==> config.mk <==
export PLATFORM = sky130hd
export DESIGN_NAME = sonar_scheduler
export DESIGN_NICKNAME = d
export VERILOG_FILES = /design/src/rtl/sonar_pkg.sv /design/src/rtl/sonar_result_bank.sv /design/src/rtl/sonar_scheduler.sv
export SDC_FILE = /design/constraint.sdc
export NUM_CORES = 1
export LEC_CHECK = 0
export BUFFER_PORTS_ARGS = -buffer_cell sky130_fd_sc_hd__buf_4
export CAP_MARGIN = 10
export CORE_MARGIN = 3
export CORE_UTILIZATION = 55
export DETAILED_ROUTE_END_ITERATION = 6
export PLACE_DENSITY_LB_ADDON = 0.08
export SLEW_MARGIN = 5
export SYNTH_ARGS = -nofsm -noshare
export SYNTH_HDL_FRONTEND = slang
export SYNTH_SLANG_ARGS = --single-unit
==> constraint.sdc <==
create_clock -name clk -period 6 [get_ports clk]
set_input_delay 1.5 -clock clk [delete_from_list [all_inputs] [get_ports clk]]
set_output_delay 1.5 -clock clk [all_outputs]
set_load 0.005 [all_outputs]
==> src/rtl/sonar_pkg.sv <==
// Shared types and constants for the multi-sensor sonar scheduler.
package sonar_pkg;
  localparam int COUNT_W = 23;
  localparam logic [COUNT_W-1:0] TIMEOUT_VAL = 23'h7FFFFF;

  typedef enum logic [2:0] {
    ST_IDLE,
    ST_SELECT,
    ST_START,
    ST_WAIT,
    ST_GAP
  } state_e;
endpackage

==> src/rtl/sonar_result_bank.sv <==
// Per-channel result storage with fresh flags; a write beats a same-cycle ack.
module sonar_result_bank
  import sonar_pkg::*;
#(
  parameter int NUM_CH = 4,
  parameter int CH_W   = 2
) (
  input  logic               clk,
  input  logic               rst,
  input  logic               wr_en_i,
  input  logic [CH_W-1:0]    wr_ch_i,
  input  logic [COUNT_W-1:0] wr_data_i,
  input  logic               ack_i,
  input  logic [CH_W-1:0]    ack_ch_i,
  input  logic [CH_W-1:0]    rd_ch_i,
  output logic [COUNT_W-1:0] rd_data_o,
  output logic               rd_fresh_o
);
  logic [COUNT_W-1:0] result_q [NUM_CH];
  logic [NUM_CH-1:0]  fresh_q;

  always_ff @(posedge clk or posedge rst) begin
    if (rst) begin
      for (int i = 0; i < NUM_CH; i++) result_q[i] <= '0;
      fresh_q <= '0;
    end else begin
      for (int i = 0; i < NUM_CH; i++) begin
        if (wr_en_i && wr_ch_i == CH_W'(i)) begin
          result_q[i] <= wr_data_i;
          fresh_q[i]  <= 1'b1;
        end else if (ack_i && ack_ch_i == CH_W'(i)) begin
          fresh_q[i] <= 1'b0;
        end
      end
    end
  end

  assign rd_data_o  = result_q[rd_ch_i];
  assign rd_fresh_o = fresh_q[rd_ch_i];
endmodule

==> src/rtl/sonar_scheduler.sv <==
// Round-robin scheduler sharing one ultrasonic core across NUM_CH sensors.
// Define SONAR_TIMEOUT_EN to abandon silent measurements after TIMEOUT_CYC cycles.
module sonar_scheduler
  import sonar_pkg::*;
#(
  parameter int NUM_CH      = 4,
  parameter int TIMEOUT_CYC = 3_000_000,
  parameter int GAP_CYC     = 500_000,
  localparam int CH_W       = (NUM_CH > 1) ? $clog2(NUM_CH) : 1
) (
  input  logic               clk,
  input  logic               reset_all,
  input  logic               enable,
  input  logic [NUM_CH-1:0]  ch_mask,
  input  logic [NUM_CH-1:0]  sensor_echo,
  output logic [NUM_CH-1:0]  sensor_pulse,
  output logic               core_start,
  input  logic               core_pulse,
  output logic               core_echo,
  input  logic               core_count_ready,
  input  logic [COUNT_W-1:0] core_count,
  input  logic [CH_W-1:0]    rd_ch,
  output logic [COUNT_W-1:0] rd_data,
  output logic               rd_fresh,
  input  logic               rd_ack,
  output logic               busy,
  output logic               sweep_done
);
  localparam logic [COUNT_W-1:0] GAP_LAST = COUNT_W'(GAP_CYC - 1);

  state_e              state_q, state_d;
  logic [CH_W-1:0]     cur_ch_q, cur_ch_d, next_ch_q, next_ch_d, sel_ch;
  logic [NUM_CH-1:0]   sweep_mask_q, sweep_mask_d;
  logic [COUNT_W-1:0]  gap_cnt_q, gap_cnt_d, wr_data;
  logic                wr_en, remaining;

`ifdef SONAR_TIMEOUT_EN
  localparam logic [COUNT_W-1:0] TO_LAST = COUNT_W'(TIMEOUT_CYC - 1);
  logic [COUNT_W-1:0] wait_cnt_q, wait_cnt_d;

  always_comb begin
    wait_cnt_d = wait_cnt_q;
    if (state_q == ST_START) wait_cnt_d = '0;
    else if (state_q == ST_WAIT && wait_cnt_q != '1) wait_cnt_d = wait_cnt_q + 1'b1;
  end

  always_ff @(posedge clk or posedge reset_all) begin
    if (reset_all) wait_cnt_q <= '0;
    else           wait_cnt_q <= wait_cnt_d;
  end
`endif

  // Lowest masked channel at or above next_ch, falling back to the lowest overall.
  always_comb begin
    logic found;
    sel_ch = '0;
    found  = 1'b0;
    for (int i = NUM_CH - 1; i >= 0; i--) begin
      if (sweep_mask_q[i] && CH_W'(i) >= next_ch_q) begin
        sel_ch = CH_W'(i);
        found  = 1'b1;
      end
    end
    if (!found) begin
      for (int i = NUM_CH - 1; i >= 0; i--) begin
        if (sweep_mask_q[i]) sel_ch = CH_W'(i);
      end
    end
  end

  always_comb begin
    remaining = 1'b0;
    for (int i = 0; i < NUM_CH; i++) begin
      if (sweep_mask_q[i] && CH_W'(i) > cur_ch_q) remaining = 1'b1;
    end
  end

  always_comb begin
    state_d      = state_q;
    cur_ch_d     = cur_ch_q;
    next_ch_d    = next_ch_q;
    sweep_mask_d = sweep_mask_q;
    gap_cnt_d    = gap_cnt_q;
    wr_en        = 1'b0;
    wr_data      = core_count;
    sweep_done   = 1'b0;
    unique case (state_q)
      ST_IDLE: begin
        if (enable && |ch_mask) begin
          sweep_mask_d = ch_mask;
          next_ch_d    = '0;
          state_d      = ST_SELECT;
        end
      end
      ST_SELECT: begin
        cur_ch_d = sel_ch;
        state_d  = ST_START;
      end
      ST_START: state_d = ST_WAIT;
      ST_WAIT: begin
        if (core_count_ready) wr_en = 1'b1;
`ifdef SONAR_TIMEOUT_EN
        else if (wait_cnt_q == TO_LAST) begin
          wr_en   = 1'b1;
          wr_data = TIMEOUT_VAL;
        end
`endif
        if (wr_en) begin
          state_d   = ST_GAP;
          gap_cnt_d = '0;
          next_ch_d = (cur_ch_q == CH_W'(NUM_CH - 1)) ? '0 : cur_ch_q + 1'b1;
        end
      end
      ST_GAP: begin
        if (gap_cnt_q >= GAP_LAST) begin
          sweep_done = !remaining;
          if (!enable) begin
            state_d = ST_IDLE;
          end else if (remaining) begin
            state_d = ST_SELECT;
          end else if (|ch_mask) begin
            sweep_mask_d = ch_mask;
            next_ch_d    = '0;
            state_d      = ST_SELECT;
          end else begin
            state_d = ST_IDLE;
          end
        end else if (gap_cnt_q != '1) begin
          gap_cnt_d = gap_cnt_q + 1'b1;
        end
      end
      default: state_d = ST_IDLE;
    endcase
  end

  always_ff @(posedge clk or posedge reset_all) begin
    if (reset_all) begin
      state_q      <= ST_IDLE;
      cur_ch_q     <= '0;
      next_ch_q    <= '0;
      sweep_mask_q <= '0;
      gap_cnt_q    <= '0;
    end else begin
      state_q      <= state_d;
      cur_ch_q     <= cur_ch_d;
      next_ch_q    <= next_ch_d;
      sweep_mask_q <= sweep_mask_d;
      gap_cnt_q    <= gap_cnt_d;
    end
  end

  always_comb begin
    sensor_pulse = '0;
    if (state_q != ST_IDLE) sensor_pulse[cur_ch_q] = core_pulse;
  end

  assign core_echo  = (state_q != ST_IDLE) ? sensor_echo[cur_ch_q] : 1'b0;
  assign core_start = (state_q == ST_START);
  assign busy       = (state_q != ST_IDLE);

  sonar_result_bank #(
    .NUM_CH (NUM_CH),
    .CH_W   (CH_W)
  ) u_bank (
    .clk        (clk),
    .rst        (reset_all),
    .wr_en_i    (wr_en),
    .wr_ch_i    (cur_ch_q),
    .wr_data_i  (wr_data),
    .ack_i      (rd_ack),
    .ack_ch_i   (rd_ch),
    .rd_ch_i    (rd_ch),
    .rd_data_o  (rd_data),
    .rd_fresh_o (rd_fresh)
  );
endmodule
==> results.ini <==
[placement]
gp_congestion = 0.8644
numPortBuffers = 70
hpwl_mm = 8.337
post-place-ws_ns = 1.775

[floorplanning]
initial_utilization_pct = 57.84
io_pins = 71
fp.dieH_um = 111.6
die-area_mm2 = 0.01245
die_w_um = 111.6
rows = 37
coreArea_mm2 = 0.01060

[clock_network]
cts_buffers = 17
cts_root_buf = clkbuf_8
clockBufferDepth = 2
cts_setup_buffers = 0
cts_resized = 0
clk_pin_slew_ns = 0.06
cts_sinks = 130
ctsHtreeMaxLevel = 4
clk_latency_ns = 0.53
cts_hold_buf = 0
cts_tree = yes

[status]
status = complete, no violations

[setup_path]
cp_max_fo = 27
cp_common_cell = buf_4
slowest_delay_ns = 0.62
critPathRequiredTime_ns = 4.50
worstPathArrival_ns = 2.71
startpoint_type = input pin
worstPathCellList = buf_4 -> mux4_2 -> buf_4
critical_path.endpoint_type = output port
path_class = in2out
cp_slowest_cell = mux4_2

[route]
wl_per_cell_um = 19.50
antenna_left = 0
vias_per_cell = 6.095
drtPass1Iterations = 4
drc_errors = 0
wl_mm = 13.36
drt_iter0_drc = 312
vias = 4175

[logic_synthesis]
ys_top_cells_by_area = dfrtp_1 53%, mux2_2 18%, mux4_2 9.2%
synth_top_area_share_pct = 53.05
synthCells = 463
ys_ff_latch = 130
yosysWarnings = 0
async_reset_ff_share_pct = 100.0
yosys.cell_types.count = 44
synth_top_area_cell = dfrtp_1
avgSynthCellArea_um2 = 13.24
syn_area_mm2 = 0.006132
seq_area_frac_synth_pct = 53.05
synth_ff_type = dfrtp_1
syn_nets = 508
synth_edf_count = 0

[sta]
fin_crit_ns = 4.211
hold_slack_ns = 0.4973
tightest_slew_ns = 0.9921
finalSetupTns_ns = 0
period_share_pct = 70.19
finalSetupViolations = 0
final.setup.worst_slack_ns = 1.789
fmax_mhz = 237.5
slew_viol_final = 0
relSlewSlack_pct = 33.86
hold_viol = 0
rsz0062_at_grt = false
fin_skew_ns = 0.01142

[finish]
most-common-layout-cells = 130 x dfrtp_1, 96 x mux2_2, 76 x buf_4, 33 x nand2_1, 25 x mux4_2
antennaDiodeCount = 0
final_nets = 581
fillers = 754
drive_gt1_share_pct = 42.81
utilization_pct = 69.35
syn2layout_area_growth_pct = 19.89
multi_input_area_mm2 = 0.002758
final_common_cell = dfrtp_1
seqCellArea_mm2 = 0.003253

[global_routing]
grt_max_degree = 82
grt_pass1_vias = 4382
antenna_found_initial = 0
track_usage_pct = 22.96
grt_remaining_overflow = 0
grt_pass1_wl_mm = 22.56

[pwr]
power.density_mw_per_mm2 = 465.3
power.total_w = 0.003421
p_leak_nw = 3.394
vdd_drop_max_mv = 0.3038

[flow_run]
cap_viol_max_count = 0

[hold_path]
hp-class = reg2reg

## state kept, by name, summed over array words and instances, names as in the netlist
register and flops:
u_bank.result_q 92, gap_cnt_q 23, sweep_mask_q 4, u_bank.fresh_q 4, state_q 3, cur_ch_q 2, next_ch_q 2
## worst max-delay path, delay by kind of cell
family	cells	cell delay, ns
multiplexers	1	0.62
buffers and inverters	2	0.58
## synthesized netlist by cell type (2+ instances only)
master,count
a211o_1,2
a211oi_1,5
a21o_1,2
a21oi_1,13
a31o_2,3
a31oi_1,5
a41oi_1,2
and2_1,8
and3_1,8
and4_1,5
buf_2,3
clkbuf_1,17
dfrtp_1,130
ha_1,6
inv_1,7
mux2_2,96
mux2i_1,3
mux4_2,25
nand2_1,33
nand2b_1,5
nand3_1,10
nand4_1,6
nor2_1,15
nor2b_1,2
nor3_1,9
nor3b_1,3
nor4_1,2
o21ai_0,12
o311ai_0,2
o31ai_1,5
or3_1,3
or4_1,4
## worst paths after layout
check	to	start	cells after the start	slack, ns
min	u_bank.result_q[39]	u_bank.result_q[39]	1	0.50
max reg2reg	sweep_mask_q[3]	cur_ch_q[0]	6	3.41
min reg2reg	u_bank.result_q[39]	u_bank.result_q[39]	1	0.50
max	rd_data[18]	rd_ch[0]	3	1.79
min in group asynchronous	sweep_mask_q[1]	reset_all	2	1.19
max in group asynchronous	u_bank.result_q[72]	reset_all	3	3.61
## power breakdown
| part | switching, W | leakage [nW] | total [W] | internal, W |
|---|---|---|---|---|
| registers | 0.000228 | 1.67 | 0.00146 | 0.00123 |
| logic | 0.000369 | 1.45 | 0.000965 | 0.000596 |
| clock network | 0.000404 | 0.272 | 0.000999 | 0.000595 |
| total | 0.00100 | 3.39 | 0.00342 | 0.00242 |
## stage by stage
stage          cells  instance area, µm²
6_report         685                7352
3_3_place_gp     653                6780
2_1_floorplan    463                6132
5_1_grt          685                7352
3_5_place_dp     653                6780
4_1_cts          685                7352
## kinds of logic (layout without fill, tap and decap cells)
family / count (synthesis) / after routing / share of synthesized area [%]
AO/OA/AOI/OAI: 58 / 58 / 6.407
flip-flops: 130 / 130 / 53.05
AND/OR/NAND/NOR: 116 / 116 / 10.04
adder cells (fa/ha/maj): 6 / 6 / 1.224
multiplexers: 124 / 124 / 27.30
buffers and inverters: 29 / 115 / 1.979
## layer usage
| layer | part of all wire [%] | up-vias | GRT usage, % |
|---|---|---|---|
| met1 | 44 | 2137 | 30.16 |
| met3 | 5.7 | 20 | 7.011 |
| met4 | 1.3 | 0 | 7.705 |
| met5 | 0 | - | 0 |
| met2 | 49 | 126 | 36.79 |
| li1 | - | 1892 | - |
## layout make-up
type,count,area share (%)
clock buffers,18,5.684
clock inverters,14,2.093
inverters,7,0.3914
multi-input cells,304,37.51
flip-flops and latches,130,44.25
well taps,136,2.314
repair buffers,76,7.760
(Power assumes the default switching activity.)
